--- config.mk ---
export PLATFORM = sky130hd
export DESIGN_NAME = mult4_share_ctrl
export DESIGN_NICKNAME = d
export VERILOG_FILES = /design/src/rtl/mult4_share_ctrl.sv
export SDC_FILE = /design/constraint.sdc
export NUM_CORES = 1
export LEC_CHECK = 0
export BUFFER_PORTS_ARGS = -buffer_cell sky130_fd_sc_hd__buf_4
export CORE_UTILIZATION = 43
export DETAILED_ROUTE_END_ITERATION = 6
export GPL_TIMING_DRIVEN = 0
export HOLD_SLACK_MARGIN = 0.03
export PLACE_DENSITY = 0.71
export SLEW_MARGIN = 20
export SYNTH_ARGS = -nofsm -noshare
export SYNTH_HDL_FRONTEND = slang
export SYNTH_SLANG_ARGS = --single-unit
export TNS_END_PERCENT = 1
--- constraint.sdc ---
create_clock -name clk -period 1.67 [get_ports clk]
set_clock_uncertainty 0.1 [all_clocks]
set_input_delay 0.2505 -clock clk [delete_from_list [all_inputs] [get_ports clk]]
set_output_delay 0.2505 -clock clk [all_outputs]
set_load 0.005 [all_outputs]
--- src/rtl/mult4_share_ctrl.sv ---
// Two-requester sequencer for one shared external combinational 4x4 multiplier:
// round-robin grant, SETTLE-cycle settle wait, then a valid/ready response.
module mult4_share_ctrl #(
  parameter  int unsigned SETTLE = 1,
  localparam int unsigned OP_W   = 4,
  localparam int unsigned PROD_W = 2 * OP_W,
  localparam int unsigned DONE_W = 8
) (
  input  logic              clk,
  input  logic              rst_n,
  input  logic              req0_valid,
  output logic              req0_ready,
  input  logic [OP_W-1:0]   req0_x,
  input  logic [OP_W-1:0]   req0_y,
  input  logic              req1_valid,
  output logic              req1_ready,
  input  logic [OP_W-1:0]   req1_x,
  input  logic [OP_W-1:0]   req1_y,
  output logic [OP_W-1:0]   mul_x,
  output logic [OP_W-1:0]   mul_y,
  input  logic [PROD_W-1:0] mul_o,
  output logic              rsp_valid,
  input  logic              rsp_ready,
  output logic [PROD_W-1:0] rsp_data,
  output logic              rsp_id,
  output logic              busy,
  output logic [DONE_W-1:0] done_cnt
);

  localparam int unsigned CNT_W = 4;

  typedef enum logic [1:0] {
    IDLE = 2'd0,
    WAIT = 2'd1,
    RESP = 2'd2
  } state_t;

  state_t              r_state;
  state_t              w_state_nxt;
  logic                r_live;
  logic                r_last;
  logic                r_rsp_id;
  logic [CNT_W-1:0]    r_cnt;
  logic [OP_W-1:0]     r_mul_x;
  logic [OP_W-1:0]     r_mul_y;
  logic [PROD_W-1:0]   r_rsp_data;
  logic [DONE_W-1:0]   r_done_cnt;
  logic                w_gnt;
  logic                w_accept;
  logic                w_capture;
  logic                w_handshake;

  // Lone requester wins; on a tie the one not served last time wins.
  assign w_gnt = (req0_valid && req1_valid) ? ~r_last : req1_valid;

  always_ff @(posedge clk) begin
    if (!rst_n) begin
      r_state <= IDLE;
    end else begin
      r_state <= w_state_nxt;
    end
  end

  always_comb begin
    w_state_nxt = r_state;
    req0_ready  = 1'b0;
    req1_ready  = 1'b0;
    w_accept    = 1'b0;
    w_capture   = 1'b0;
    w_handshake = 1'b0;
    case (r_state)
      IDLE: begin
        // r_live keeps both readies low until the first edge after reset release.
        req0_ready = r_live && req0_valid && !w_gnt;
        req1_ready = r_live && req1_valid && w_gnt;
        if (r_live && (req0_valid || req1_valid)) begin
          w_accept    = 1'b1;
          w_state_nxt = WAIT;
        end
      end
      WAIT: begin
        if (r_cnt <= CNT_W'(1)) begin
          w_capture   = 1'b1;
          w_state_nxt = RESP;
        end
      end
      RESP: begin
        if (rsp_ready) begin
          w_handshake = 1'b1;
          w_state_nxt = IDLE;
        end
      end
      default: w_state_nxt = IDLE;
    endcase
  end

  always_ff @(posedge clk) begin
    if (!rst_n) begin
      r_live     <= 1'b0;
      r_last     <= 1'b1;
      r_rsp_id   <= 1'b0;
      r_cnt      <= '0;
      r_mul_x    <= '0;
      r_mul_y    <= '0;
      r_rsp_data <= '0;
      r_done_cnt <= '0;
    end else begin
      r_live <= 1'b1;
      if (w_accept) begin
        r_mul_x <= w_gnt ? req1_x : req0_x;
        r_mul_y <= w_gnt ? req1_y : req0_y;
        r_last  <= w_gnt;
        r_cnt   <= CNT_W'(SETTLE);
      end else if (r_state == WAIT) begin
        r_cnt <= r_cnt - CNT_W'(1);
      end
      if (w_capture) begin
        r_rsp_data <= mul_o;
        r_rsp_id   <= r_last;
      end
      if (w_handshake) begin
        r_done_cnt <= r_done_cnt + DONE_W'(1);
      end
    end
  end

  assign mul_x     = r_mul_x;
  assign mul_y     = r_mul_y;
  assign rsp_valid = (r_state == RESP);
  assign rsp_data  = r_rsp_data;
  assign rsp_id    = r_rsp_id;
  assign busy      = (r_state != IDLE);
  assign done_cnt  = r_done_cnt;

endmodule

* Yosys cells after proc, flatten, opt, wreduce, memory -nomap -nowiden
Cells that the tools add are included.
** Cells by class
- Add/sub/neg operators :: 2
- Multiply operators :: 0
- Divide/modulo/power cells :: 0
- Magnitude comparators :: 1
- Equality and inequality tests :: 5
- Shifts and indexed selects :: 0
- Muxes and demuxes :: 18
- Bitwise logic cells :: 2
- Reduce and logical (&&, ||, !) cells :: 13
** Operators by type and width (count)
- $mux W1 :: 12
- $add A8 B1 Y8 const B :: 1
- $mux W4 :: 2
- $logic_and A1 B1 Y1 :: 6
- $mux W2 :: 3
- $pmux W2 S3 :: 1
- $le A4 B1 Y1 const B :: 1
- $ne A2 B2 Y1 const B :: 2
- $reduce_bool A2 Y1 :: 2
- $sub A4 B1 Y4 const B :: 1
- $reduce_and A3 Y1 :: 1
- $eq A2 B1 Y1 const B :: 1
- $eq A2 B2 Y1 const B :: 1
- $logic_not A2 Y1 :: 1
- $ne A2 B1 Y1 const B :: 1
- $not A1 Y1 :: 2
- $reduce_or A2 Y1 :: 1
- $logic_not A1 Y1 :: 1
- $logic_or A1 B1 Y1 :: 1
** Storage, ports and cells
- Flip-flop bits (word level) :: 33
- Bits in latches :: 0
- Bits in writable memories :: 0
- Memory bits (read-only) :: 0
- Input port bits :: 29
- Output and inout port bits :: 29
- Word-level logic and storage cells :: 51
- Memories :: 0

* Logic depth before layout (Yosys ltp)
Gate-level depths: netlist of run 1.
- Depth after elaboration :: 5
- Depth in mapped cells :: 6
- Mapped depth without buffers :: 5

* Worst setup path before layout of run 1
No wires, ideal clock.
- Kind :: reg2reg
- Start :: register r_cnt[0]
- End :: register r_state[1]
- Setup time :: 0.128 ns
- Arrival :: 1.352 ns
- Path slack :: 0.090 ns
- Stages on the path, launching flop included :: 7
- Buffers on the path :: 1
- Clock period less this slack :: 1.580 ns
- Path through :: dfxtp_1 -> inv_1 -> ha_1 -> or2_2 -> clkbuf_1 -> a32oi_1 -> nor2_1
** On the way
- Word-level cells in the longest chain between the ends :: 3
** Ends and longest elaborated chain
- from (decl) :: RTL line 43 : logic [CNT_W-1:0] r_cnt;
- from (signal assigned) :: RTL line 113 : r_cnt <= CNT_W'(SETTLE);
- from (signal assigned) :: RTL line 115 : r_cnt <= r_cnt - CNT_W'(1);
- $le A4 B1 Y1 :: RTL line 82 : if (r_cnt <= CNT_W'(1)) begin
- $ne A2 B2 Y1 (no line)
- $reduce_and A3 Y1 (no line)
- to (signal assigned) :: RTL line 60 : r_state <= w_state_nxt;
- to (decl) :: RTL line 38 : state_t r_state;
Every way passes these cells.
A chain may end at the register's enable or synchronous reset.

* Worst setup path in the final report of run 1
- Start :: register r_state[0]
- End :: output req0_ready
** On the way
- Word-level cells in the longest chain between the ends :: 2
** Ends and longest elaborated chain
- $logic_not A2 Y1 :: RTL line 71 : case (r_state)
- $mux W1 :: RTL line 71
- to (decl) :: RTL line 12 : output logic req0_ready,
Every way passes these cells.

==> results of run 1 <==
## repair_timing
action,4_1_cts,5_1_grt
pin swaps,3,0
setup endpoints to repair,12,27
buffers inserted,4,0
hold buffers,1,0
hold endpoints to repair,1,0
resized for setup,9,6
## report_power, final
| part | switching (W) | internal, W |
|---|---|---|
| Combinational | 0.000227 | 0.000231 |
| Clock | 0.000260 | 0.000146 |
| Sequential | 0.0000364 | 0.000840 |
## metrics by stage
step                      utilization  cell area, sq um  setup WS (ns)  power (W)
final                           0.627              2110        -0.0119    0.00174
after global placement          0.599              2020        -0.0380    0.00130
after global routing            0.627              2110        -0.0704    0.00184
after CTS                       0.625              2100         -0.103    0.00173
after floorplan                     -              1530         0.0900    0.00113
after detailed placement        0.599              2020        -0.0780    0.00132
## worst max-delay path, delay by kind of cell, from the launching register on
family / cells / cell delay [ns]
AND/OR/NAND/NOR: 2 / 0.52
flip-flops: 1 / 0.35
buffers and inverters: 1 / 0.13
## registers in the layout, indices dropped and copies added (netlist names)
| register | flops |
|---|---|
| r_state | 2 |
| done_cnt | 8 |
| r_cnt | 4 |
| rsp_data | 8 |
| r_live | 1 |
| mul_x | 4 |
| rsp_id | 1 |
| r_last | 1 |
| mul_y | 4 |
## cells by family after synthesis
family,Yosys count,share of synthesized area
XOR/XNOR,4,0.0229
flip-flops,33,0.432
buffers and inverters,19,0.0572
adder cells (fa/ha/maj),3,0.0245
AND/OR/NAND/NOR,45,0.185
multiplexers,2,0.0131
AO/OA/AOI/OAI,53,0.266
## final timing paths
path / from / end / slack (ns)
worst max-delay path: r_state[0] / req0_ready / -0.01
worst max register to register: r_cnt[0] / r_state[1] / 0.07
worst min-delay path: mul_o[3] / rsp_data[3] / 0.07
worst min register to register: rsp_data[3] / rsp_data[3] / 0.37
## layout by cell type, fill, tap and decap left out, drive strengths merged, types with 2 or more instances in the layout
cell / count
a21oi: 15
buf: 62
clkbuf: 11
clkinv: 3
dfxtp: 33
ha: 3
inv: 6
mux2i: 2
nand2: 3
nand2b: 2
nand3b: 3
nand4: 10
nor2: 11
nor2b: 3
nor3: 2
o21a: 2
o21ai: 4
o221a: 8
o31ai: 11
o32a: 8
or2: 3
or3: 2
or4: 2
xnor2: 2
xor2: 2
## routing by layer
metal | GRT usage | vias up
met2 | 0.422 | 49
li1 | - | 739
met1 | 0.265 | 721
met4 | 0.0730 | 0
met3 | 0.0798 | 7
met5 | 0 | -
## cell type report
class	count	area, sq um
clock buffer	5	37.5
fill	307	1250
tap	46	57.6
sequential	33	668
inverter	8	30.0
timing repair buffer	62	475
multi-input combinational	107	806
buffer	7	28.8
clock inverter	1	5.00
==> metrics list, run 1 <==
- Area growth from synthesis to layout: 37.8%
* Total number of vias: 1516
* Netlist Area Pre-Place: 0.00153 sq mm
- Wire length of the first global-routing pass: 6460 um
- Top layer used by detailed routing: met4
* Worst R2R Path Depth: 5
- Hold WC Path Type: in2reg
* Die Height: 61.7 um
- Yosys printed 0 warnings.
- The checks that failed: setup timing.
* Number of cells on the worst hold path: 3
- The final number of max-transition violations came to 0.
- For the finished layout, the period the worst path requires is 1.68 ns.
- For this run, the post-layout net count is 256.
* Crit path cell chain: or3b_4 > nor3_2 > buf_4
- Fraction of post-synthesis cell area in the top cell type by area: 0.432
- Most frequent cell after synthesis: dfxtp_1
- The critical path is of the reg2out type.
- The tool flagged a number of max-cap violations equal to 0.
* Port-buffer cells: 57
- Counting flops with a built-in enable in the synthesized netlist gives 0.
* Initial detailed-routing violation count: 137
- Number of global-route vias before repair: 1448
- After detailed routing, the average wire length per cell comes to 15.5 um.
- The tightest hold path in the finished design has a slack of 0.0685 ns.
- Share of synthesized area occupied by flip-flops and latches: 0.432
* Maximum number of buffers from clock root to sink: 2
* Clock latency at the later pin of the worst-skew pair: 0.33 ns
* Aggregate global routing overflow: 0
- Static timing analysis puts the maximum clock frequency at 0.595 GHz.
- Wire segments on met3 add up to 198 um in the final route.
* Critical-path top delay cell: or3b_4
- Power spread over the standard cell area amounts to 825 mW/mm^2.
- The count of endpoints failing hold in the final timing report came to 0.
- At the pin with the least slew margin, the transition time is 0.461 ns.
- Entering global routing, the biggest net connects 12 pins.
* IR Drop Worst-Case VDD: 0.418 mV
* Main flop type after synthesis: dfxtp_1
* Starting utilization of the core area: 0.455
* Total number of placement rows: 21
- Top cell type by total area after synthesis: dfxtp_1
* Number of buffers added by the clock tree synthesis step: 5
- Share of layout cells above drive strength 1: 0.404
- Final worst setup slack: -0.0119 ns
* Initial antenna violation count: 0
* Number of clock sinks: 33
- The H-tree was split into 2 levels.
- Number of different library cells in the post-synthesis netlist: 39
- Of all nets on the critical path, the largest fanout is 3.
* TritonCTS clock tree: yes
* Worst-case headroom to the max-slew limit: 0.693
* Leakage power: 0.886 nW
- Dividing the detail-routed via count by the number of cells gives 5.64.
- Leaving out filler cells and counting taps, the final layout contains 269.
* Setup-failing EPs final: 1
* Placed wire-length estimate: 2940 um
* Endpoint arrival time on the critical path: 1.33 ns
* Overall fraction of global-route tracks in use: 0.237
- In the synthesized netlist the async set-or-reset flop fraction comes to 0.
- WP data required: 1.32 ns
- A synthesized cell averages 9.62 sq um.
* Total nets after synthesis: 191
- The repair_antennas step left the layout with diodes totalling 0.
- For this block, wires on met1 add up to 1740 um.
- Number of nets with antenna violations after detailed routing: 0
* Number of top-level pins: 58
* Inst Count DP: 262
* Synthesized flop and latch total: 33
- The final layout contains routed wiring with a total length of 4160 um.
* Crit start category: flip-flop
* Total die area: 0.00380 sq mm
- Synthesis produced 159 cells.
- Root buffer cell: clkbuf_4
- Final clock period utilization by the worst path: 1.01
* Run status: finished with violations
- Yosys attributes the largest share of cell area to dfxtp_1 (43%), o221a_2 (5.9%), o31ai_1 (5.4%), o32a_1 (5.2%), a21oi_1 (4.9%).
* Register clock-pin slew on the reported worst setup and hold paths: 0.10 ns
* RSZ-0062 raised after global routing: true
- Final-layout setup total negative slack: -0.0119 ns
* Die boundary width: 61.7 um
- At the end of routability-driven placement, the weighted congestion stood at 0.739.
- CORE AREA: 0.00336 sq mm
- The worst setup path is captured at a primary output.
- Detailed-router iteration count before antenna repair: 4
- For this run, design rule violations remaining after detail routing come to 0.
- Leading post-synthesis cells by instance count: dfxtp_1 (33), a21oi_1 (15), o31ai_1 (11)
- Met2 wire len: 2170 um
- For this run, the slowest stage of the critical path takes 0.41 ns.
Power figures use the tool's default switching activity.
==> run 2, diff against run 1 <==
--- a/config.mk
+++ b/config.mk
@@ -8,11 +8,10 @@
 export BUFFER_PORTS_ARGS = -buffer_cell sky130_fd_sc_hd__buf_4
 export CORE_UTILIZATION = 43
 export DETAILED_ROUTE_END_ITERATION = 6
-export GPL_TIMING_DRIVEN = 0
 export HOLD_SLACK_MARGIN = 0.03
 export PLACE_DENSITY = 0.71
+export RECOVER_POWER = 50
 export SLEW_MARGIN = 20
 export SYNTH_ARGS = -nofsm -noshare
 export SYNTH_HDL_FRONTEND = slang
 export SYNTH_SLANG_ARGS = --single-unit
-export TNS_END_PERCENT = 1
==> run 2 against run 1 <==
The flow now finishes without violations. Die area unchanged. Critical endpoint unchanged. Final area down 1.4%. Cell count fell by 1.1%. Critical path depth is the same. Sequential share of layout area is 0.097 points higher. Utilization fell by 0.89 points. Largest cell class unchanged. Non-clock buffer count shrank 4.
==> metrics list, run 2 (synthesis results as in run 1) <==
- Setup repair after global routing could not meet its margin everywhere.
* Hold Crit Endpoint: rsp_data[7]
- TritonCTS clock tree: yes
- In this run the horizontal extent of the chip is 61.7 um.
- Total number of vias: 1457
- Worst-case headroom to the max-slew limit: 0.556
* Number of buffers added by the clock tree synthesis step: 5
* Pwr Total: 0.00177 W
* Number of clock sinks: 33
* Final clock period utilization by the worst path: 0.991
* Routed length per instance: 13.9 um
- The largest single stage delay on the critical path is 0.41 ns.
* Wire length of the first global-routing pass: 5910 um
- Initial antenna violation count: 0
- Clock latency at the later pin of the worst-skew pair: 0.33 ns
- Across all setup checks in the final design, the least slack found is 0.0149 ns.
- STA classifies the critical path startpoint as a flip-flop.
- Counting along the longest clock path gives a buffer depth of 2.
- Largest net degree at the start of global routing: 18
- Min Tclk post-route: 1.66 ns
* Number of hold buffers added after CTS: 0
* Startpoint of the lowest-slack register-to-register path: r_state[0]
- 0 antenna diodes ended up in the layout.
* Count of unresolved DRC violations after routing: 0
- The die covers 0.00380 sq mm.
- Tracing the worst setup path back leads to its startpoint at r_state[0].
* Run status: finished, final reports clean
* Top Family by Delay on Critical Path: simple AND/OR/NAND/NOR gates
* Commonest non-fill, non-tap cells in the layout: buf_4 (39), dfxtp_1 (33), clkbuf_4 (29), a21oi_1 (15), o31ai_1 (11)
- Aggregate global routing overflow: 0
* Layout net count: 252
- Number of pins exceeding their max-slew limit in the final report: 0
* Reg2reg setup slack: 0.06 ns
- The library cell used most frequently in the layout, excluding fill and tap cells, is buf_4.
* Placed wire-length estimate: 2710 um
* H-tree Lvls: 2
* Register clock-pin slew on the reported worst setup and hold paths: 0.10 ns
- Wires add up to 3690 um.
* WP data required: 1.32 ns
* Hold WC Path Type: in2reg
* Top achievable clock speed: 0.604 GHz
- Setup-failing EPs final: 0
* Kind of capture point of the worst setup path: primary output
* Die Height: 61.7 um
- The startpoint identified for the worst hold timing path is mul_o[7].
* Crit path cell chain: or3b_4 > nor3_2 > buf_4
* Endpoint arrival time on the critical path: 1.30 ns
- The region available for standard cell placement spans 0.00336 sq mm.
* Worst slack at placement: 0.0748 ns
- The floorplan has 21 rows.
* Transition time at the pin with the least slew margin: 0.666 ns
* Number of top-level pins: 58
- Top fanout value on the critical path: 3
- Counting both buffers and inverters, the worst setup path holds a total of 1.
* Final weighted congestion in routability-driven placement: 0.775
- The pre-antenna-repair detailed-routing pass consisted of 4 iterations.
- Inst Count DP: 258
* Overall fraction of global-route tracks in use: 0.214
- Routed via count divided by cell count: 5.48
- Area growth from synthesis to layout: 35.8%
* Number of nets with antenna violations after detailed routing: 0
- PD cells: 849 mW/mm^2
* Worst R2R Path Depth: 5
- Critical Setup Path Class: reg2out
- Number of global-route vias before repair: 1388
* Initial detailed-routing violation count: 51
- On the critical path, the stage with the largest delay is an instance of or3b_4.
- Final hold vios: 0
- Starting utilization of the core area: 0.455
* Leakage power: 0.865 nW
- Of the cells placed in the final design, the portion with a size suffix greater than 1 is 0.391.
- Final std cells w/o fill: 266
- In this run the clock root is driven by a clkbuf_4.
- Number of cells on the worst hold path: 3
* Number of max-capacitance violations reported: 0
* Reg2reg end: r_last
- IR Drop Worst-Case VDD: 0.561 mV
* Port-buffer cells: 57
==> run 2: cell count changes in the layout (fill, tap and decap cells not counted), sizes merged <==
cell,before,now
clkinv,3,2
clkbuf,11,33
dlygate4sd3,1,0
buf,62,39
==> run 2: worst max path at each step <==
stage | slack, ns | endpoint | cells after the start
2_1_floorplan | 0.09 | r_state[1] | 6
3_3_place_gp | 0.14 | r_state[1] | 5
3_5_place_dp | 0.07 | r_state[1] | 5
4_1_cts | -0.01 | req0_ready | 3
5_1_grt | -0.05 | req0_ready | 3
6_report | 0.01 | req0_ready | 3
==> run 2: layout make-up <==
class	instances	area [sq um]
Fill cell	301	1280
Inverter	8	30.0
Multi-Input combinational cell	107	795
Timing Repair Buffer	65	480
Sequential cell	33	661
Tap cell	46	57.6
Clock buffer	7	55.1
==> run 2: metrics by stage <==
stage	setup TNS (ns)	instance area (sq um)	hold slack, ns	utilization
final	0	2080	0.0724	0.618
after global routing	-0.143	2080	0.0659	0.618
after CTS	-0.0129	2080	0.0405	0.619
after detailed placement	0	2010	0.366	0.598
after global placement	0	2010	0.356	0.598
after floorplan	0	1530	0.178	-
==> run 2: repair_timing <==
action                     in CTS  in global routing
buffers inserted                1                  0
resized for setup               3                  2
setup endpoints to repair       2                  5
pin swaps                       2                  1
==> run 2: routing by layer <==
metal  global-route usage  vias to the layer above  wire length [um]
met3               0.0651                        7               146
li1                     -                      733                 -
met1                0.260                      686              1690
met2                0.353                       31              1780
met4               0.0825                        0                67
met5                    0                        -                 0
==> run 2: where the power goes <==
group	total (W)	internal (W)	switching [W]
Sequential	0.000878	0.000841	0.0000374
Combinational	0.000434	0.000225	0.000209
Clock	0.000453	0.000199	0.000255
==> run 2: worst reg2reg max path, delay by kind of cell, from the launching register on <==
kind | cells | cell delay, ns
DFF | 1 | 0.32
buffers and inverters | 2 | 0.33
and+or+nand+nor | 1 | 0.42
AOI/OAI and AO/OA | 2 | 0.29
